`src/rtl/gpio_in.sv`:
```
// gpio_in: memory-mapped 8-bit GPIO input with 2-flop synchronizer, sticky rising-edge flags and maskable irq.
// Define GPIO_IN_DEBOUNCE_EN to insert a per-bit debounce filter between the synchronizer and PIN.
module gpio_in #(
    parameter logic [31:0] BASE_ADDR       = 32'hFFFF_0010,
    parameter int unsigned DEBOUNCE_CYCLES = 16
) (
    input  logic        clk,
    input  logic        rst,
    input  logic [7:0]  pins,
    input  logic [31:0] addr,
    input  logic        rd_en,
    input  logic        wr_en,
    input  logic [31:0] wdata,
    output logic [31:0] rdata,
    output logic        rvalid,
    output logic        irq
);
    localparam int unsigned NPINS = 8;
    localparam int unsigned DW    = 32;

    localparam logic [1:0] REG_PIN  = 2'd0;
    localparam logic [1:0] REG_EDGE = 2'd1;
    localparam logic [1:0] REG_MASK = 2'd2;
    localparam logic [1:0] REG_RSVD = 2'd3;

    logic [NPINS-1:0] s1;
    logic [NPINS-1:0] s2;
    logic [NPINS-1:0] level;
    logic [NPINS-1:0] level_d;
    logic [NPINS-1:0] edge_flags;
    logic [NPINS-1:0] mask;
    logic [NPINS-1:0] rise;
    logic [1:0]       arm_cnt;
    logic             armed;
    logic             hit;
    logic             rd_hit;
    logic             wr_hit;
    logic [DW-1:0]    rd_mux;
    logic             unused_ok;

    assign unused_ok = &{1'b0, wdata[31:8], addr[1:0], DEBOUNCE_CYCLES[0]};

    // Two-flop synchronizer for the asynchronous pins.
    always_ff @(posedge clk) begin
        if (rst) begin
            s1 <= '0;
            s2 <= '0;
        end else begin
            s1 <= pins;
            s2 <= s1;
        end
    end

`ifdef GPIO_IN_DEBOUNCE_EN
    localparam int unsigned CNTW = 16;
    localparam logic [CNTW-1:0] DB_LAST = CNTW'(DEBOUNCE_CYCLES - 1);

    logic [CNTW-1:0] db_cnt [NPINS];

    // A bit's level only follows s2 after DEBOUNCE_CYCLES consecutive disagreeing samples.
    always_ff @(posedge clk) begin
        if (rst) begin
            level <= '0;
            for (int unsigned i = 0; i < NPINS; i++) begin
                db_cnt[i] <= '0;
            end
        end else begin
            for (int unsigned i = 0; i < NPINS; i++) begin
                if (s2[i] == level[i]) begin
                    db_cnt[i] <= '0;
                end else if (db_cnt[i] == DB_LAST) begin
                    level[i]  <= s2[i];
                    db_cnt[i] <= '0;
                end else begin
                    db_cnt[i] <= db_cnt[i] + CNTW'(1);
                end
            end
        end
    end
`else
    assign level = s2;
`endif

    assign armed  = (arm_cnt == 2'd3);
    assign rise   = level & ~level_d & {NPINS{armed}};
    assign hit    = (addr[31:4] == BASE_ADDR[31:4]);
    assign rd_hit = rd_en & hit;
    assign wr_hit = wr_en & hit;

    always_comb begin
        rd_mux = '0;
        case (addr[3:2])
            REG_PIN:  rd_mux = DW'(level);
            REG_EDGE: rd_mux = DW'(edge_flags);
            REG_MASK: rd_mux = DW'(mask);
            REG_RSVD: rd_mux = '0;
            default:  rd_mux = '0;
        endcase
    end

    // Edge flags: a rise in the read-clear cycle survives the clear.
    always_ff @(posedge clk) begin
        if (rst) begin
            level_d    <= '0;
            arm_cnt    <= '0;
            edge_flags <= '0;
            mask       <= '0;
            rdata      <= '0;
            rvalid     <= 1'b0;
            irq        <= 1'b0;
        end else begin
            level_d <= level;
            if (!armed) begin
                arm_cnt <= arm_cnt + 2'd1;
            end
            if (rd_hit && (addr[3:2] == REG_EDGE)) begin
                edge_flags <= rise;
            end else begin
                edge_flags <= edge_flags | rise;
            end
            if (wr_hit && (addr[3:2] == REG_MASK)) begin
                mask <= wdata[NPINS-1:0];
            end
            rvalid <= rd_hit;
            if (rd_hit) begin
                rdata <= rd_mux;
            end
            irq <= |(edge_flags & mask);
        end
    end
endmodule

```
`config.mk`:
```
export PLATFORM = sky130hd
export DESIGN_NAME = gpio_in
export DESIGN_NICKNAME = d
export VERILOG_FILES = /design/src/rtl/gpio_in.sv
export SDC_FILE = /design/constraint.sdc
export NUM_CORES = 1
export LEC_CHECK = 0
export ABC_AREA = 1
export CAP_MARGIN = 20
export CORE_MARGIN = 1.5
export CORE_UTILIZATION = 45
export CTS_BUF_LIST = sky130_fd_sc_hd__clkbuf_8
export DETAILED_ROUTE_END_ITERATION = 7
export GPL_TIMING_DRIVEN = 0
export HOLD_SLACK_MARGIN = 0.06
export PLACE_DENSITY = 0.87
export SYNTH_ARGS = -nofsm -noshare
export SYNTH_HDL_FRONTEND = slang
export SYNTH_SLANG_ARGS = --single-unit
```
`constraint.sdc`:
```
create_clock -name clk -period 1.85 [get_ports clk]
set_input_delay 0.37 -clock clk [delete_from_list [all_inputs] [get_ports clk]]
set_output_delay 0.37 -clock clk [all_outputs]
set_load 0.1 [all_outputs]
```
Word level (Yosys, flattened, before mapping)
Index checks and enable logic that the tools add are counted.
W data, S select, Z words.
- register bits: 76
- input bits: 76
- output and inout port bits: 34
- logic and storage cells: 28
- $add $sub $neg: 1
- equal/unequal tests: 5
- mux-type cells: 2
- bitwise logic cells: 7
- reduce and logical (&&, ||, !) cells: 4
- operators with widths (operator ; count):
    $pmux W32 S4 ; 1
    $eq A28 B28 Y1 const B ; 1
    $and A8 B8 Y8 ; 3
    $mux W8 ; 1
    $not A8 Y8 ; 1
    $or A8 B8 Y8 ; 1
    $reduce_or A8 Y1 ; 1
    $eq A2 B2 Y1 const B ; 3
    $add A2 B1 Y2 const B ; 1
    $and A1 B1 Y1 ; 2
    $eq A2 B1 Y1 const B ; 1
    $logic_and A1 B1 Y1 ; 2
    $logic_not A2 Y1 ; 1

Longest topological paths before layout
Gate-level depths: netlist (run 1).
- word-level depth: 5
- depth in mapped cells: 10
- mapped depth without buffers: 10

Worst setup path after synthesis (run 1)
Ideal clock, no wire load.
- path kind: in2reg
- start point: in addr[8]
- end point: reg rdata[0]
- library setup time: 0.110 ns
- arrival: 1.236 ns
- required time: 1.740 ns
- setup slack: 0.504 ns
- stages: 10
- path buffers: 0
- cell sequence: inv_1 -> nand2_1 -> nor2_1 -> nand2_1 -> nor2_2 -> nand3_2 -> inv_2 -> nand2_1 -> nand2_1 -> nor2_1
- longest elaborated chain between the ends: 2
- RTL lines (element ; RTL line ; RTL):
    start: declaration ; 10 ; input logic [31:0] addr,
    $eq A28 B28 Y1 ; 86 ; assign hit = (addr[31:4] == BASE_ADDR[31:4]);
    $and A1 B1 Y1 ; 87 ; assign rd_hit = rd_en & hit;
    end signal: assignment ; 126 ; rdata <= rd_mux;
    end: declaration ; 14 ; output logic [31:0] rdata,
Every way passes these cells.
A chain may end at the register's enable or synchronous reset.

Worst setup path in the final report (run 1)
- start point: reg rvalid
- end point: out rvalid
- RTL lines (element ; RTL line ; RTL):
    start: declaration ; 15 ; output logic rvalid,
    start signal: assignment ; 124 ; rvalid <= rd_hit;
No word-level cell between the ends.

==> results of run 1 <==
through the flow:
step	util	TNS, ns	worst slack, ns	cells	hold WS, ns
6_report	0.6444	0	0.03492	484	0.3398
5_1_grt	0.6444	-0.04562	-0.02668	484	0.3461
4_1_cts	0.6501	0	0.0001110	484	0.3446
3_5_place_dp	0.6317	-3.231	-0.1804	476	0.3921
3_3_place_gp	0.6317	-1.643	-0.1158	476	0.3897
2_1_floorplan	-	0	0.5040	351	0.3883
cells by family after synthesis:
family,synth area share
flip-flops,0.4541
XOR/XNOR,0.003822
AND/OR/NAND/NOR,0.2626
buffers and inverters,0.2014
other,0.001636
AO/OA/AOI/OAI,0.07097
adder cells (fa/ha/maj),0.005458
report_power, final:
group	switching (W)	total [W]	internal, W
sequential	0.0000176	0.00117	0.00116
combinational	0.000319	0.000486	0.000167
clock	0.000376	0.000640	0.000264
layer usage:
metal,vias up,track usage,wire [um],share of wire
li1,1095,-,-,-
met1,841,0.2015,1927,0.41
met2,76,0.3294,2290,0.49
met3,9,0.05962,365,0.078
met4,0,0.07879,80,0.017
met5,-,0,0,0
cell usage in the layout (no fill, tap or decap), types with 2 or more instances in the layout:
cell type        Yosys  routed
nand2_1             75      75
nor2_1              69      69
inv_1               62      63
dfxtp_1             52      52
clkdlybuf4s50_1      0      48
buf_4               24      24
conb_1               1      24
a21oi_1             16      16
clkbuf_8             1       6
o22ai_1              6       6
clkbuf_2             0       6
buf_1                3       3
nor2_2               2       2
nand4_1              2       2
o2bb2ai_1            2       2
clkdlybuf4s15_1      0       2
clkdlybuf4s15_2      0       2
synth_stat cells:
master / number
a211oi_1: 1
a21oi_1: 16
a221oi_1: 1
a31oi_1: 1
buf_1: 3
buf_2: 1
buf_4: 24
buf_6: 1
clkbuf_8: 1
clkinv_1: 1
conb_1: 1
dfxtp_1: 52
ha_1: 1
inv_1: 62
inv_2: 1
nand2_1: 75
nand3_1: 1
nand3_2: 1
nand4_1: 2
nand4_4: 1
nor2_1: 69
nor2_2: 2
o21ai_0: 1
o22ai_1: 6
o2bb2ai_1: 2
xor2_1: 1
sequential cells by signal, indices dropped and copies added (netlist names):
name / flops
level: 8
rdata: 8
arm_cnt: 2
s1: 8
mask: 8
irq: 1
level_d: 8
edge_flags: 8
rvalid: 1
worst reg2reg max path, stage by stage, from the launching register on:
cell and delay [ns]:
dfxtp_1 0.37, ha_1 0.30, inv_1 0.16, nor2_1 0.11, nand2_1 0.07, a21oi_1 0.14
path summary, 6_finish.rpt:
path	endpoint	slack, ns	depth (start not counted)	start
worst min register to register	level[7]	0.40	2	s1[7]
worst max-delay path	rvalid	0.03	1	rvalid
worst max register to register	edge_flags[3]	0.64	5	arm_cnt[0]
worst min-delay path	edge_flags[5]	0.34	2	rst
cell type report:
cell class	instances	share of cell area
buffer	30	0.07134
multi-input combinational	205	0.2821
clock buffer	5	0.02217
tap	67	0.02701
inverter	64	0.07739
clock inverter	3	0.006449
timing repair buffer	58	0.1782
sequential	52	0.3353
timing repair:
action | CTS | global route
resized for setup | 20 | 8
cloned | 0 | 0
endpoints found under the setup margin | 10 | 11
==> results by group, run 1 <==
Cells and area
  • Storage cell area: about 1000 um^2
  • Filler cells: between 400 and 500
  • Layout area overhead: 35.43%
  • Area of the multi-input gates: slightly below 900 um^2
  • ANT cells: 0
  • Final nets: about 490
  • Layout cells sized above 1: 0.1127
  • Final instance area: 3104 um^2

Outcome
  • Status: completed

Floorplanning
  • # rows: 25
  • Starting Density: 0.4758
  • # IOs: 110
  • Core Area: between 4000 and 5000 um^2
  • Die width: 74.37 um
  • Die area: 5531 um^2
  • Die Y: 74.37 um

Routing
  • ANT nets after route: 0
  • Iter 0 DRT Violations: about 130
  • DRC: 0
  • Routed WL per cell: about 9.6 um
  • Via-per-instance ratio: ~4.2
  • Detailed Routing Iterations Pass 1: 4
  • Vias after detailed routing: just over 2000
  • Post-Route WL: around 4700 um

GRT
  • Largest net degree at the start of global routing: 17
  • Antenna violations before repair: 0
  • Global-route wire length before repair: ~7800 um
  • Gr usage total: 0.1850
  • Grt ovf: 0
  • Vias in the first global route: roughly 1900

Clocking
  • Htree depth: 2
  • CTS Sinks: 52
  • Clock Pin Slew Worst Setup and Hold Paths: about 0.09 ns
  • Post-CTS Setup Inserts: 0
  • Hold Buf Count CTS: 0
  • Clk buf depth: 2
  • Worst skew pair latency: approximately 0.31 ns
  • Num CTS Buffers: 5
  • Root Driver: clkbuf_8
  • CTS tree: built

Timing
  • Period minus WS final: ~1.8 ns
  • Slew HR: 0.3679
  • Final hold vios: 0
  • Peak Freq: 550.9 MHz
  • Fin Clk Skew: a little under 0.006 ns
  • Setup Viol. Count Final: 0
  • Slew Viols, Final: 0
  • Unrepaired setup endpoints after global routing: yes
  • Worst-margin pin slew: approximately 0.95 ns
  • Final period util: 0.9811

Yosys
  • Synth Instances: approximately 330
  • Synth area leader: dfxtp_1
  • Synthesized area per cell: around 7.0 um^2
  • Seq/Total Area, Yosys: 0.4541
  • Synth Register Bits: 52
  • Synth top area cells: dfxtp_1, nand2_1, nor2_1
  • Netlist cell types: 26
  • Top-area cell type share of the netlist area: 0.4541
  • Synth warnings: 0
  • Post-synthesis cell area: between 2000 and 2500 um^2

Power
  • Pwr Total: ~0.0023 W
  • PwrDens: ~740 nW/um^2
  • Leak: 1.512 nW
  • Peak VDD IR: 0.3963 mV

Setup path
  • Largest delay share family, worst path: buffers and inverters
  • Arr. time, crit path: roughly 1.5 ns
  • CP Cell Sequence: clkdlybuf4s15_1
  • Worst Path Required: between 1 and 1.5 ns
  • Worst path slowest cell: clkdlybuf4s15_1
  • Critical path buffer and inverter count: 1
  • Largest stage delay on the critical path: around 0.81 ns
  • Worst-path maximum fanout: 1
  • Setup crit end kind: primary output
  • CP Class: register to primary output
  • Startpoint class of the critical path: register

Placed design
  • Hpwl dp: between 3000 and 4000 um
  • Placement Cell Area: just over 3000 um^2
  • Port Buffers: 58
  • Final Wtd Congestion: 0.8755

Worst hold path
  • HP Class: primary input to register

Job
  • Number of max-cap violations: 0
No activity file was read; power rests on OpenSTA's default activity.
==> inputs of run 2 (changes only) <==
--- a/config.mk
+++ b/config.mk
@@ -14,6 +14,7 @@
 export GPL_TIMING_DRIVEN = 0
 export HOLD_SLACK_MARGIN = 0.06
 export PLACE_DENSITY = 0.87
+export SLEW_MARGIN = 0
 export SYNTH_ARGS = -nofsm -noshare
 export SYNTH_HDL_FRONTEND = slang
 export SYNTH_SLANG_ARGS = --single-unit
==> results of run 2 <==
Final layout, timing and power as in run 1 (identical DEF).
==> inputs of run 3 (changes only) <==
--- a/config.mk
+++ b/config.mk
@@ -5,7 +5,6 @@
 export SDC_FILE = /design/constraint.sdc
 export NUM_CORES = 1
 export LEC_CHECK = 0
-export ABC_AREA = 1
 export CAP_MARGIN = 20
 export CORE_MARGIN = 1.5
 export CORE_UTILIZATION = 45
==> results by group, run 3 <==
Cells and area
  • Final nets: 409 (was 493)
  • Layout cells sized above 1: 0.1622 (was 0.1127)
  • Most frequent cells in the layout: dfxtp_1, clkdlybuf4s50_1, buf_4 (was nand2_1, nor2_1, inv_1)
  • Filler cells: 444 (was 431)
  • Storage cell area: 1041 um^2 (unchanged)
  • Most common cell after layout, fill and taps aside: dfxtp_1 (was nand2_1)
  • Layout area overhead: 37.42% (was 35.43%)
  • ANT cells: 0 (unchanged)
  • Area of the multi-input gates: 1091 um^2 (was 875.8 um^2)
  • Final instance area: 3143 um^2 (was 3104 um^2)

Yosys
  • Synth Instances: 243 (was 328)
  • Top-area cell type share of the netlist area: 0.4551 (was 0.4541)
  • Netlist cell types: 33 (was 26)
  • Top cell types by occurrence after synthesis: dfxtp_1, buf_4, nor2b_1, a21oi_1, o21ai_0 (was nand2_1, nor2_1, inv_1, dfxtp_1, buf_4)
  • Top_reg_cell synth: dfxtp_1 (unchanged)
  • Post-synth EDFFs: 0 (unchanged)
  • Synth Register Bits: 52 (unchanged)
  • Synth warnings: 0 (unchanged)
  • Synth area leader: dfxtp_1 (unchanged)
  • Async SR Flop Fraction: 0 (unchanged)
  • Post-synthesis cell area: 2287 um^2 (was 2292 um^2)
  • Synth top area cells: dfxtp_1, buf_4, nor2b_1 (was dfxtp_1, nand2_1, nor2_1)
  • Synthesized area per cell: 9.412 um^2 (was 6.988 um^2)
  • Most numerous cell in the Yosys netlist: dfxtp_1 (was nand2_1)
  • Seq/Total Area, Yosys: 0.4551 (was 0.4541)

Floorplanning
  • # IOs: 110 (unchanged)
  • # rows: 25 (unchanged)
  • Core Area: 4817 um^2 (unchanged)
  • Die area: 5519 um^2 (was 5531 um^2)
  • Starting Density: 0.4748 (was 0.4758)
  • Die Y: 74.29 um (was 74.37 um)
  • Die width: 74.29 um (was 74.37 um)

GRT
  • Vias in the first global route: 1767 (was 1890)
  • Gr usage total: 0.1837 (was 0.1850)
  • Antenna violations before repair: 0 (unchanged)
  • Global-route wire length before repair: 7721 um (was 7769 um)
  • Grt ovf: 0 (unchanged)
  • Largest net degree at the start of global routing: 17 (unchanged)

Power
  • Share of total power in combinational logic: 0.194 (was 0.211)
  • Clock power share: 0.321 (was 0.278)
  • P_sw: 0.0006795 W (was 0.0007125 W)
  • PwrDens: 764.5 nW/um^2 (was 740.8 nW/um^2)
  • Switching Share: 0.2828 (was 0.3098)
  • Leak: 1.229 nW (was 1.512 nW)
  • Seq pwr share: 0.485 (was 0.511)
  • Peak VDD IR: 0.6613 mV (was 0.3963 mV)
  • Internal: 0.001723 W (was 0.001587 W)

Timing
  • Final hold vios: 0 (unchanged)
  • Slew HR: 0.3735 (was 0.3679)
  • Fin Clk Skew: 0.003439 ns (was 0.005827 ns)
  • Period minus WS final: 1.800 ns (was 1.815 ns)
  • Final period util: 0.9732 (was 0.9811)
  • Worst-margin pin slew: 0.9434 ns (was 0.9518 ns)
  • Min Hold Slack: 0.4065 ns (was 0.3398 ns)
  • Slew Viols, Final: 0 (unchanged)
  • Peak Freq: 555.4 MHz (was 550.9 MHz)
  • Setup Viol. Count Final: 0 (unchanged)
  • Setup TNS: 0 ns (unchanged)

Clocking
  • Root Driver: clkbuf_8 (unchanged)
  • Clk buf depth: 2 (unchanged)
  • Clock Pin Slew Worst Setup and Hold Paths: 0.09 ns (about the same)
  • Num CTS Buffers: 5 (unchanged)
  • CTS tree: built (unchanged)
  • Hold Buf Count CTS: 0 (unchanged)
  • Htree depth: 2 (unchanged)
  • Worst skew pair latency: 0.30 ns (was 0.31 ns)
  • CTS Sinks: 52 (unchanged)

Placed design
  • Final Wtd Congestion: 0.8887 (was 0.8755)
  • Placement Cell Area: 3038 um^2 (was 3043 um^2)
  • Port Buffers: 58 (unchanged)
  • Hpwl dp: 3812 um (was 3681 um)

Setup path
  • Largest stage delay on the critical path: 0.42 ns (was 0.81 ns)
  • Largest delay share family, worst path: simple AND/OR/NAND/NOR gates (was buffers and inverters)
  • CP Cell Sequence: clkdlybuf4s50_1 -> nor4_2 -> nand4_4 -> buf_4 -> nor4_1 -> nor3_1 (was clkdlybuf4s15_1)
  • Critical path buffer and inverter count: 2 (was 1)
  • Worst-path maximum fanout: 6 (was 1)
  • Worst path slowest cell: clkdlybuf4s50_1 (was clkdlybuf4s15_1)
  • CP Class: primary input to register (was register to primary output)
  • Arr. time, crit path: 1.97 ns (was 1.45 ns)
  • Startpoint class of the critical path: primary input (was register)
  • Worst Path Required: 2.02 ns (was 1.48 ns)
  • Setup crit end kind: register (was primary output)

Routing
  • Via-per-instance ratio: 4.923 (was 4.176)
  • Post-Route WL: 4984 um (was 4664 um)
  • ANT nets after route: 0 (unchanged)
  • Detailed Routing Iterations Pass 1: 4 (unchanged)
  • Routed WL per cell: 12.46 um (was 9.636 um)
  • Iter 0 DRT Violations: 92 (was 129)
  • DRC: 0 (unchanged)
  • Vias after detailed routing: 1969 (was 2021)

Outcome
  • Status: completed (unchanged)

Job
  • Number of max-cap violations: 0 (unchanged)

Worst hold path
  • HP Class: primary input to register (unchanged)
[run 3: cell count changes in the layout (fill, tap and decap cells not counted), sizes merged, moves of 6 or more]
| cell | previous run | this run |
|---|---|---|
| nand2 | 75 | 0 |
| o22ai | 6 | 0 |
| nor4 | 0 | 9 |
| nand4 | 3 | 11 |
| nor3b | 0 | 8 |
| o2bb2ai | 2 | 8 |
| mux2i | 0 | 9 |
| inv | 64 | 2 |
| nor2 | 71 | 10 |
| clkbuf | 12 | 23 |
| nor3 | 0 | 9 |
| nand3 | 2 | 9 |
| o21ai | 1 | 16 |
| nor2b | 0 | 25 |
[run 3: worst reg2reg max path: stages (launching register included)]
cell      delay, ns
dfxtp_1        0.36
ha_1           0.23
nand2b_1       0.07
clkbuf_1       0.20
nor3b_1        0.35
nor2_1         0.10
nor3_1         0.19
[run 3: path summary, 6_finish.rpt]
kind,from,to,slack (ns),depth (start not counted)
max reg2reg,arm_cnt[0],edge_flags[7],0.28,6
min reg2reg,s1[5],level[5],0.44,1
min,rst,level_d[1],0.41,2
max,addr[6],edge_flags[7],0.05,6
[run 3: kinds of logic after synthesis]
group                    synth area share
adder cells (fa/ha/maj)          0.005470
XOR/XNOR                         0.003830
other                            0.001640
AND/OR/NAND/NOR                    0.2599
AO/OA/AOI/OAI                      0.1176
flip-flops                         0.4551
buffers and inverters              0.1171
multiplexers                      0.03939
[run 3: stage by stage]
step,std cells,total power (W),worst slack (ns),util
2_1_floorplan,266,0.001525,0.3538,-
3_3_place_gp,391,0.001643,-0.2263,0.6306
3_5_place_dp,391,0.001651,-0.2562,0.6306
4_1_cts,399,0.002406,0.001938,0.6535
5_1_grt,400,0.002496,-0.002301,0.6525
6_report,400,0.002403,0.04962,0.6525
[run 3: timing repair]
item                                    4_1_cts  5_1_grt
resized for setup                            19       15
setup buffers                                 0        2
endpoints found under the setup margin       10       22
pin swaps                                     0        2
[run 3: final cells by class]
type,count,area share
timing repair buffer,60,0.1752
clock buffer,5,0.02189
multi-input combinational,173,0.3471
tap,67,0.02667
buffer,40,0.08439
clock inverter,3,0.01354
sequential,52,0.3312
[run 3: layer usage]
| layer | routed length, um | global-route usage | share of wire | up-vias |
|---|---|---|---|---|
| li1 | - | - | - | 1007 |
| met2 | 2451 | 0.3214 | 0.49 | 71 |
| met3 | 319 | 0.05962 | 0.064 | 9 |
| met5 | 0 | 0 | 0 | - |
| met1 | 2147 | 0.2182 | 0.43 | 882 |
| met4 | 65 | 0.04646 | 0.013 | 0 |
[run 3: power groups by stage]
stage	clock (W)	sequential [W]	combinational (W)
after floorplan	0	0.00119	0.000338
after global placement	0	0.00119	0.000453
after detailed placement	0	0.00119	0.000459
after CTS	0.000779	0.00117	0.000460
after global routing	0.000836	0.00117	0.000491
final	0.000771	0.00117	0.000465
